## src/rtl/uart_tx_fifo_if.sv

```systemverilog
// Byte-in / serial-out bundle for uart_tx_fifo.
// A byte transfers on a rising edge where io_in_valid and io_in_ready are both 1; io_in_bits is held stable while io_in_valid waits, and io_in_ready depends only on FIFO fullness, never on io_in_valid.
interface uart_tx_fifo_if;
  logic       io_in_valid;
  logic       io_in_ready;
  logic [7:0] io_in_bits;
  logic       io_txd;
  logic       io_busy;
  logic       io_txData_valid;
  logic [7:0] io_txData_bits;

  modport master (
    output io_in_valid, io_in_bits,
    input  io_in_ready, io_txd, io_busy, io_txData_valid, io_txData_bits
  );

  modport slave (
    input  io_in_valid, io_in_bits,
    output io_in_ready, io_txd, io_busy, io_txData_valid, io_txData_bits
  );
endinterface

```

## src/rtl/uart_tx_fifo.sv

```systemverilog
// Byte FIFO feeding an 8N1 UART transmitter; frames run back-to-back while bytes are queued.
// The line output is registered and computed from the next-state values, so it lines up with the state register.
module uart_tx_fifo #(
  parameter int unsigned DIV   = 4,
  parameter int unsigned DEPTH = 4
) (
  input  logic         clock,
  input  logic         reset,
  uart_tx_fifo_if.slave io,
  output logic [1:0]   dbg_state
);
  localparam int unsigned PTR_W  = $clog2(DEPTH);
  localparam int unsigned CNT_W  = PTR_W + 1;
  localparam logic [15:0] DIV_M1 = 16'(DIV - 1);

  typedef enum logic [1:0] {S_IDLE, S_START, S_DATA, S_STOP} state_e;

  state_e            state_q, state_d;
  logic [15:0]       baud_q, baud_d;
  logic [2:0]        bit_q, bit_d;
  logic [7:0]        shift_q, shift_d;
  logic              txd_q, txd_d;
  logic [PTR_W-1:0]  wr_ptr_q, wr_ptr_d, rd_ptr_q, rd_ptr_d;
  logic [CNT_W-1:0]  count_q, count_d;
  logic [7:0]        mem_q [DEPTH];

  logic full, empty, push, pop, baud_done;

  assign full      = (count_q == CNT_W'(DEPTH));
  assign empty     = (count_q == '0);
  assign push      = io.io_in_valid && !full;
  assign baud_done = (baud_q == DIV_M1);

  always_comb begin
    wr_ptr_d = wr_ptr_q;
    rd_ptr_d = rd_ptr_q;
    count_d  = count_q;
    if (push) wr_ptr_d = wr_ptr_q + 1'b1;
    if (pop)  rd_ptr_d = rd_ptr_q + 1'b1;
    case ({push, pop})
      2'b10:   count_d = count_q + 1'b1;
      2'b01:   count_d = count_q - 1'b1;
      default: count_d = count_q;
    endcase
  end

  // Next-state: a finishing stop bit pops straight into START so queued frames leave no idle gap.
  always_comb begin
    state_d = state_q;
    baud_d  = baud_q;
    bit_d   = bit_q;
    shift_d = shift_q;
    pop     = 1'b0;
    case (state_q)
      S_IDLE: begin
        if (!empty) begin
          pop     = 1'b1;
          shift_d = mem_q[rd_ptr_q];
          baud_d  = '0;
          bit_d   = '0;
          state_d = S_START;
        end
      end
      S_START: begin
        if (baud_done) begin
          baud_d  = '0;
          state_d = S_DATA;
        end else begin
          baud_d = baud_q + 16'd1;
        end
      end
      S_DATA: begin
        if (baud_done) begin
          baud_d = '0;
          if (bit_q == 3'd7) state_d = S_STOP;
          else               bit_d   = bit_q + 3'd1;
        end else begin
          baud_d = baud_q + 16'd1;
        end
      end
      S_STOP: begin
        if (baud_done) begin
          baud_d = '0;
          bit_d  = '0;
          if (!empty) begin
            pop     = 1'b1;
            shift_d = mem_q[rd_ptr_q];
            state_d = S_START;
          end else begin
            state_d = S_IDLE;
          end
        end else begin
          baud_d = baud_q + 16'd1;
        end
      end
      default: state_d = S_IDLE;
    endcase
  end

  always_comb begin
    txd_d = 1'b1;
    case (state_d)
      S_START: txd_d = 1'b0;
      S_DATA:  txd_d = shift_d[bit_d];
      default: txd_d = 1'b1;
    endcase
  end

  always_ff @(posedge clock) begin
    if (reset) begin
      state_q  <= S_IDLE;
      baud_q   <= '0;
      bit_q    <= '0;
      shift_q  <= '0;
      txd_q    <= 1'b1;
      wr_ptr_q <= '0;
      rd_ptr_q <= '0;
      count_q  <= '0;
    end else begin
      state_q  <= state_d;
      baud_q   <= baud_d;
      bit_q    <= bit_d;
      shift_q  <= shift_d;
      txd_q    <= txd_d;
      wr_ptr_q <= wr_ptr_d;
      rd_ptr_q <= rd_ptr_d;
      count_q  <= count_d;
    end
  end

  always_ff @(posedge clock) begin
    if (push && !reset) mem_q[wr_ptr_q] <= io.io_in_bits;
  end

  assign io.io_in_ready     = !full;
  assign io.io_txd          = txd_q;
  assign io.io_busy         = (state_q != S_IDLE) || !empty;
  assign io.io_txData_valid = (state_q == S_STOP) && baud_done;
  assign io.io_txData_bits  = shift_q;
  assign dbg_state          = state_q;
endmodule

```

## src/flat_wrapper.sv

```systemverilog
// flat-port wrapper written by rule: the top's interface ports become plain ports
module uart_tx_fifo_flat 
#(
  parameter int unsigned DIV   = 4,
  parameter int unsigned DEPTH = 4
)
  (clock, reset, dbg_state, io_io_in_valid, io_io_in_bits, io_io_in_ready, io_io_txd, io_io_busy, io_io_txData_valid, io_io_txData_bits);
  uart_tx_fifo_if io_i ();
  input  logic clock;
  input  logic reset;
  output logic [1:0] dbg_state;
  input wire logic [$bits(io_i.io_in_valid)-1:0] io_io_in_valid;
  input wire logic [$bits(io_i.io_in_bits)-1:0] io_io_in_bits;
  output wire logic [$bits(io_i.io_in_ready)-1:0] io_io_in_ready;
  output wire logic [$bits(io_i.io_txd)-1:0] io_io_txd;
  output wire logic [$bits(io_i.io_busy)-1:0] io_io_busy;
  output wire logic [$bits(io_i.io_txData_valid)-1:0] io_io_txData_valid;
  output wire logic [$bits(io_i.io_txData_bits)-1:0] io_io_txData_bits;
  assign io_i.io_in_valid = io_io_in_valid;
  assign io_i.io_in_bits = io_io_in_bits;
  assign io_io_in_ready = io_i.io_in_ready;
  assign io_io_txd = io_i.io_txd;
  assign io_io_busy = io_i.io_busy;
  assign io_io_txData_valid = io_i.io_txData_valid;
  assign io_io_txData_bits = io_i.io_txData_bits;
  uart_tx_fifo #(.DIV(DIV), .DEPTH(DEPTH)) u_core (.clock(clock), .reset(reset), .io(io_i), .dbg_state(dbg_state));
endmodule
```

## config.mk

```make
export PLATFORM = sky130hd
export DESIGN_NAME = uart_tx_fifo_flat
export DESIGN_NICKNAME = d
export VERILOG_FILES = /design/src/rtl/uart_tx_fifo_if.sv /design/src/rtl/uart_tx_fifo.sv /design/src/flat_wrapper.sv
export SDC_FILE = /design/constraint.sdc
export NUM_CORES = 1
export LEC_CHECK = 0
export CAP_MARGIN = 20
export CORE_AREA = 8 8 110 72
export CTS_CLUSTER_DIAMETER = 80
export DETAILED_ROUTE_END_ITERATION = 12
export DIE_AREA = 0 0 118 80
export GPL_TIMING_DRIVEN = 0
export PLACE_DENSITY = 0.8
export SETUP_SLACK_MARGIN = 0.3
export SLEW_MARGIN = 25
export SYNTH_ARGS = -nofsm -noshare
export SYNTH_HDL_FRONTEND = slang
export SYNTH_SLANG_ARGS = --single-unit
```

## constraint.sdc

```tcl
create_clock -name clock -period 3.86 [get_ports clock]
set_input_delay 0.772 -clock clock [delete_from_list [all_inputs] [get_ports clock]]
set_output_delay 0.772 -clock clock [all_outputs]
set_load 0.05 [all_outputs]
```

* After elaboration in Yosys (flattened, before gate mapping)
Memory sizes are Yosys's and may differ from the RTL's. A register that Yosys moved wholly into a read port is not among the register bits.
Index checks and enable logic that the tools add are counted.
W data, S select, Z words.
** Word-level totals
- Memories :: 1
- RAM bits :: 32
- Bits in registers :: 37
- Output and inout bits :: 14
- Word-level logic and storage cells :: 68
** Memory list
- u_core.mem_q :: depth 4, bits a word 8, rd ports 1, clocked after memory_dff 1, wr ports 1, line uart_tx_fifo.sv:25 : logic [7:0] mem_q [DEPTH];
** Cells by class
- Magnitude comparators :: 1
- Add/subtract/negate cells :: 6
- Equality and inequality tests :: 11
- Reduce and logical (&&, ||, !) cells :: 12
- Mux-type cells :: 29
** Operator list (number)
- $mux W16 :: 2
- $pmux W16 S2 :: 1
- $add A16 B1 Y16 const B :: 1
- $eq A16 B2 Y1 const B :: 1
- $mux W8 :: 2
- $pmux W8 S2 :: 1
- $mux W2 :: 7
- $mux W3 :: 4
- $pmux W3 S3 :: 1
- $eq A2 B2 Y1 const B :: 4
- $pmux W2 S4 :: 1
- $add A3 B1 Y3 const B :: 2
- $eq A2 B1 Y1 const B :: 3
- $eq A3 B3 Y1 const B :: 2
- $mux W1 :: 6
- $pmux W3 S2 :: 1
- $add A2 B1 Y2 const B :: 2
- $lt A3 B4 Y1 const B :: 1
- $pmux W1 S2 :: 2
- $reduce_bool A2 Y1 :: 2
- $bmux W1 S3 :: 1
- $logic_and A1 B1 Y1 :: 3
- $logic_not A1 Y1 :: 3
- $logic_not A3 Y1 :: 1
- 5 further kinds :: 5

* Depth between registers and ports, before layout
- Word-level depth :: 7
- Depth in mapped cells :: 11

* Worst setup path after synthesis
OpenSTA, ideal clock, no wires.
- Path type :: flip-flop to flip-flop
- Start point :: register u_core.state_q[1], in the netlist u_core.dbg_state[1]
- End point :: register u_core.count_q[2]
- Clock period less this slack :: 3.137 ns
- Cell stages (with the launch flop) :: 12
- Arrival time :: 3.067 ns
- Path buffers :: 1
- Path slack :: 0.723 ns
- Setup time :: 0.071 ns
- Cells stage by stage :: dfxtp_1 > ha_1 > nor4b_1 > and4_1 > o21a_1 > clkbuf_1 > ha_1 > inv_1 > fa_1 > xor2_1 > or3_1 > a21oi_1
** On the way
- Longest elaborated chain between the ends :: 4
- Elaborated cells on any way between the ends :: 7
** Ends and longest elaborated chain
- from (decl) :: line uart_tx_fifo.sv:18 : state_e state_q, state_d;
- from (signal assigned) :: line uart_tx_fifo.sv:120 : state_q <= state_d;
- $eq A2 B2 Y1 / $logic_not A2 Y1 (equally long branches) :: line uart_tx_fifo.sv:54 : case (state_q)
- $pmux W1 S2 * :: line uart_tx_fifo.sv:54
- via u_core.pop :: line uart_tx_fifo.sv:27 : logic full, empty, push, pop, baud_done;
- $eq A2 B1 Y1 / $eq A2 B2 Y1 (equally long branches) :: line uart_tx_fifo.sv:40 : case ({push, pop})
- $pmux W3 S2 / $reduce_bool A2 Y1 (equally long branches)
- to (signal assigned) :: line uart_tx_fifo.sv:127 : count_q <= count_d;
- to (decl) :: line uart_tx_fifo.sv:24 : logic [CNT_W-1:0] count_q, count_d;
Mark *: on every way through the listed nets, which the timed path passes. The rest lies on a longest branch.
A chain may end at the register's enable or synchronous reset.

* Worst setup path in the final report
- Start point :: register u_core.baud_q[2]
- End point :: output port io_io_txData_valid
** On the way
- Longest elaborated chain between the ends :: 2
** Ends and longest elaborated chain
- from (decl) :: line uart_tx_fifo.sv:19 : logic [15:0] baud_q, baud_d;
- from (signal assigned) :: line uart_tx_fifo.sv:121 : baud_q <= baud_d;
- $eq A16 B2 Y1 :: line uart_tx_fifo.sv:32 : assign baud_done = (baud_q == DIV_M1);
- $logic_and A1 B1 Y1 :: line uart_tx_fifo.sv:138 : assign io.io_txData_valid = (state_q == S_STOP) && baud_done;
- to (decl) :: line flat_wrapper.sv:17 : output wire logic [$bits(io_i.io_txData_valid)-1:0] io_io_txData_valid;
No other way between the ends.

==> key figures <==
Synth
  • Post-synth cell types: 54
  • Simple-gate share of the synthesized area: 0.196
  • Synth Instances: about 300
  • Syn Area/Cell: ~11 um2
  • Most frequent cell after synthesis: nor2_1
  • Synth warn: 0
  • Synth top area cells: edfxtp_1, dfxtp_1, mux4_2
  • Mapped Nets: 325
  • Ys flop type: dfxtp_1
  • Largest area contributor in the netlist: edfxtp_1
  • Post-synthesis mux area share: 0.0674
  • Sequential area share after synthesis: 0.524
  • Synth top cells by count: nor2_1, dfxtp_1, edfxtp_1, nand2_1, ha_1
  • Mapped cell area: 3320 um2
  • Synth Area in Adders: 0.0512
  • XOR/XNOR share of the synthesized area: 0.0448
  • Main combinational cell family by area after synthesis: simple AND/OR/NAND/NOR gates
  • EDFF count, synth: 32
  • Compound-Gate Fraction of Synth Area: 0.0915
  • Synth top area share: 0.289
  • Yosys reg bits: 71
  • Ys async rst share: 0

Job
  • MaxCap Viol Count: 0

Worst setup path
  • WS Path Type: reg2out
  • Arrival time worst endpoint: 2.64 ns
  • Crit end category: output port
  • CP max stage cell: clkdlybuf4s50_1
  • CP cell instances: nor4_1 > and2_1 > and3_1 > clkdlybuf4s50_1
  • CP startpoint kind: flip-flop
  • Cell count of the worst reg-to-reg path: 9
  • Crit-path max cell delay: 0.80 ns
  • R2R Path End: u_core.io.io_txd$_SDFF_PP1_
  • CP Data Required Time: 3.09 ns
  • Worst reg2reg setup slack: 0.73 ns
  • Crit path max fanout: 6
  • Reg2reg start: u_core.baud_q[2]$_SDFFE_PP0P_

Route
  • Post-route DRC: 0
  • DRT Pass-1 Iters: 4
  • Drt initial violations: between 200 and 250
  • WL/cell: 15.9 um
  • Final WL: around 6800 um
  • Vias: 2406
  • Vias per cell: 5.63
  • Antenna Nets Post-Route: 0

Floorplanning
  • Initial core utilization: 0.523
  • Core area: roughly 6400 um2
  • # IOs: 25
  • Die W: 118 um
  • FP Rows: 23
  • Total die area: approximately 9400 um2
  • Die height: 80 um

Global route
  • Total GRT Usage: 0.151
  • First-pass GRT wire length: 11400 um
  • Total grt overflow: 0
  • Initial antenna violation count: 0
  • Number of global-route vias before repair: 2318
  • Largest net degree at the start of global routing: 13

Min path
  • WHS Endpoint: u_core.wr_ptr_q[1]$_SDFFE_PP0P_
  • Hold Path Class: reg2reg
  • Worst Hold Launch: u_core.wr_ptr_q[1]$_SDFFE_PP0P_
  • Hold path cells: 2

Timing
  • Final Hold Viols: 0
  • Setup violators final: 0
  • Final min period: 3.41 ns
  • Max Transition Viols Final: 0
  • Clk_skew: 0.0105 ns
  • RSZ-0062 raised after global routing: yes
  • FMAX: 0.293 GHz
  • Slew @ Worst Pin: around 0.72 ns
  • Post-route setup TNS: 0 ns
  • Slew headroom: 0.523
  • Final Cycle Share: 0.883
  • Post-route worst setup slack: 0.451 ns

Clocking
  • Worst-path clk slew: 0.08 ns
  • Worst-Skew Late Latency: approximately 0.35 ns
  • Clk buf depth: 2
  • # hold bufs at CTS: 0
  • CTS Sinks: 71
  • CTS Buf Count: 9
  • Total setup buffers inserted after CTS: 0
  • Root buf cell: clkbuf_8
  • TritonCTS clock tree: built
  • H-tree Lvls: 3

Placed design
  • Setup Slack @ Placement: -0.00379 ns
  • Gpl congestion: 0.896
  • Dpl hpwl: 4980 um
  • Port Buffers: 23

Final layout
  • Fillers: 515
  • Sequential Area: 1740 um2
  • Fin nets: 359
  • Fraction of layout cells with a size suffix above 1: 0.109
  • Antenna Cells: 0
  • Area added between synthesis and finish: 16.4%
  • Multi-input gate area: 1530 um2

Power and ir drop
  • Pleak: 1.35 nW
  • Power per cell area: 624 nW/um2
  • VDD IR max: 0.301 mV

Run status
  • Status: finished clean
==> registers in the layout (all words and copies together), names as in the netlist, named ones only <==
signal                    flops
u_core.baud_q                16
u_core.io.io_txd              1
u_core.count_q                3
u_core.io.io_txData_bits      8
u_core.mem_q                 32
u_core.dbg_state              2
u_core.bit_q                  3
u_core.rd_ptr_q               2
u_core.wr_ptr_q               2
==> critical path, delay by kind of cell (launching register included) <==
family / cells / cell delay, ns
and+or+nand+nor: 3 / 1.12
DFF: 1 / 0.37
buffers and inverters: 1 / 0.80
==> logic make-up after synthesis <==
| kind of cell | count (synthesis) |
|---|---|
| and+or+nand+nor | 127 |
| DFF | 71 |
| AOI/OAI and AO/OA | 40 |
| buffers and inverters | 21 |
| xor gates and xnor gates | 17 |
| adders and majority gates | 13 |
| muxes | 12 |
==> per-stage QoR <==
step	total power, mW	utilization	instance area (um2)	std cells	hold WS [ns]
after CTS	2.41	0.604	3840	427	0.512
final	2.41	0.608	3870	427	0.508
after detailed placement	1.89	0.576	3660	411	0.501
after global routing	2.56	0.608	3870	427	0.561
after global placement	1.86	0.576	3660	411	0.483
after floorplan	1.62	-	3320	301	0.469
==> final cells by class <==
type	instances	share of cell area
multi-input combinational	209	0.396
timing repair buffer	23	0.0592
sequential	71	0.450
buffer	10	0.0113
tap	87	0.0281
clock inverter	5	0.00841
inverter	11	0.0107
clock buffer	11	0.0365
==> what timing repair did <==
item                                    in CTS  in global routing
pin swaps                                    0                  0
endpoints found under the setup margin       1                  3
endpoints found under the hold margin        0                  0
resized for setup                            3                  5
==> worst max path at each step <==
stage                                   startpoint  slack, ns  depth (start not counted)                              to
finish               u_core.baud_q[2]$_SDFFE_PP0P_       0.45                          4              io_io_txData_valid
global route        u_core.dbg_state[0]$_SDFF_PP0_       0.27                          6                      io_io_busy
global placement    u_core.dbg_state[0]$_SDFF_PP0_       0.04                          6                      io_io_busy
detailed placement  u_core.dbg_state[0]$_SDFF_PP0_     -0.004                          6                      io_io_busy
floorplan           u_core.dbg_state[1]$_SDFF_PP0_       0.72                         11  u_core.count_q[2]$_SDFFE_PP0P_
CTS                  u_core.baud_q[0]$_SDFFE_PP0P_       0.30                          5              io_io_txData_valid
==> cell usage in the layout (no fill, tap or decap), types with 3 or more instances in the layout <==
cell,count
nor2_1,46
dfxtp_1,39
edfxtp_1,32
nand2_1,23
clkdlybuf4s50_1,22
ha_1,12
xor2_1,11
inv_1,10
clkbuf_8,10
nand3_1,8
mux4_2,8
nor3_1,7
a21oi_1,7
clkbuf_1,6
and3_1,6
xnor2_1,6
nor4_1,5
and2_1,5
nor2b_1,5
nand4_1,4
a2bb2oi_1,4
or3_1,3
o22ai_1,3
a22oi_1,3
==> where the power goes <==
| part | total [mW] | internal, mW | leakage (nW) | switching [mW] |
|---|---|---|---|---|
| combinational | 0.953 | 0.341 | 0.649 | 0.613 |
| clock | 0.516 | 0.250 | 0.0896 | 0.266 |
| sequential | 0.945 | 0.879 | 0.608 | 0.0667 |
| total | 2.41 | 1.47 | 1.35 | 0.946 |
==> metal layers <==
layer	track usage	vias to the layer above	part of all wire	wire length [um]
met4	0.0432	0	0.0078	53
met5	0	-	0	0
met2	0.219	73	0.44	2970
li1	-	1172	-	-
met1	0.202	1154	0.47	3180
met3	0.0629	7	0.088	597
Note: power is estimated with default switching activity, not from simulation.
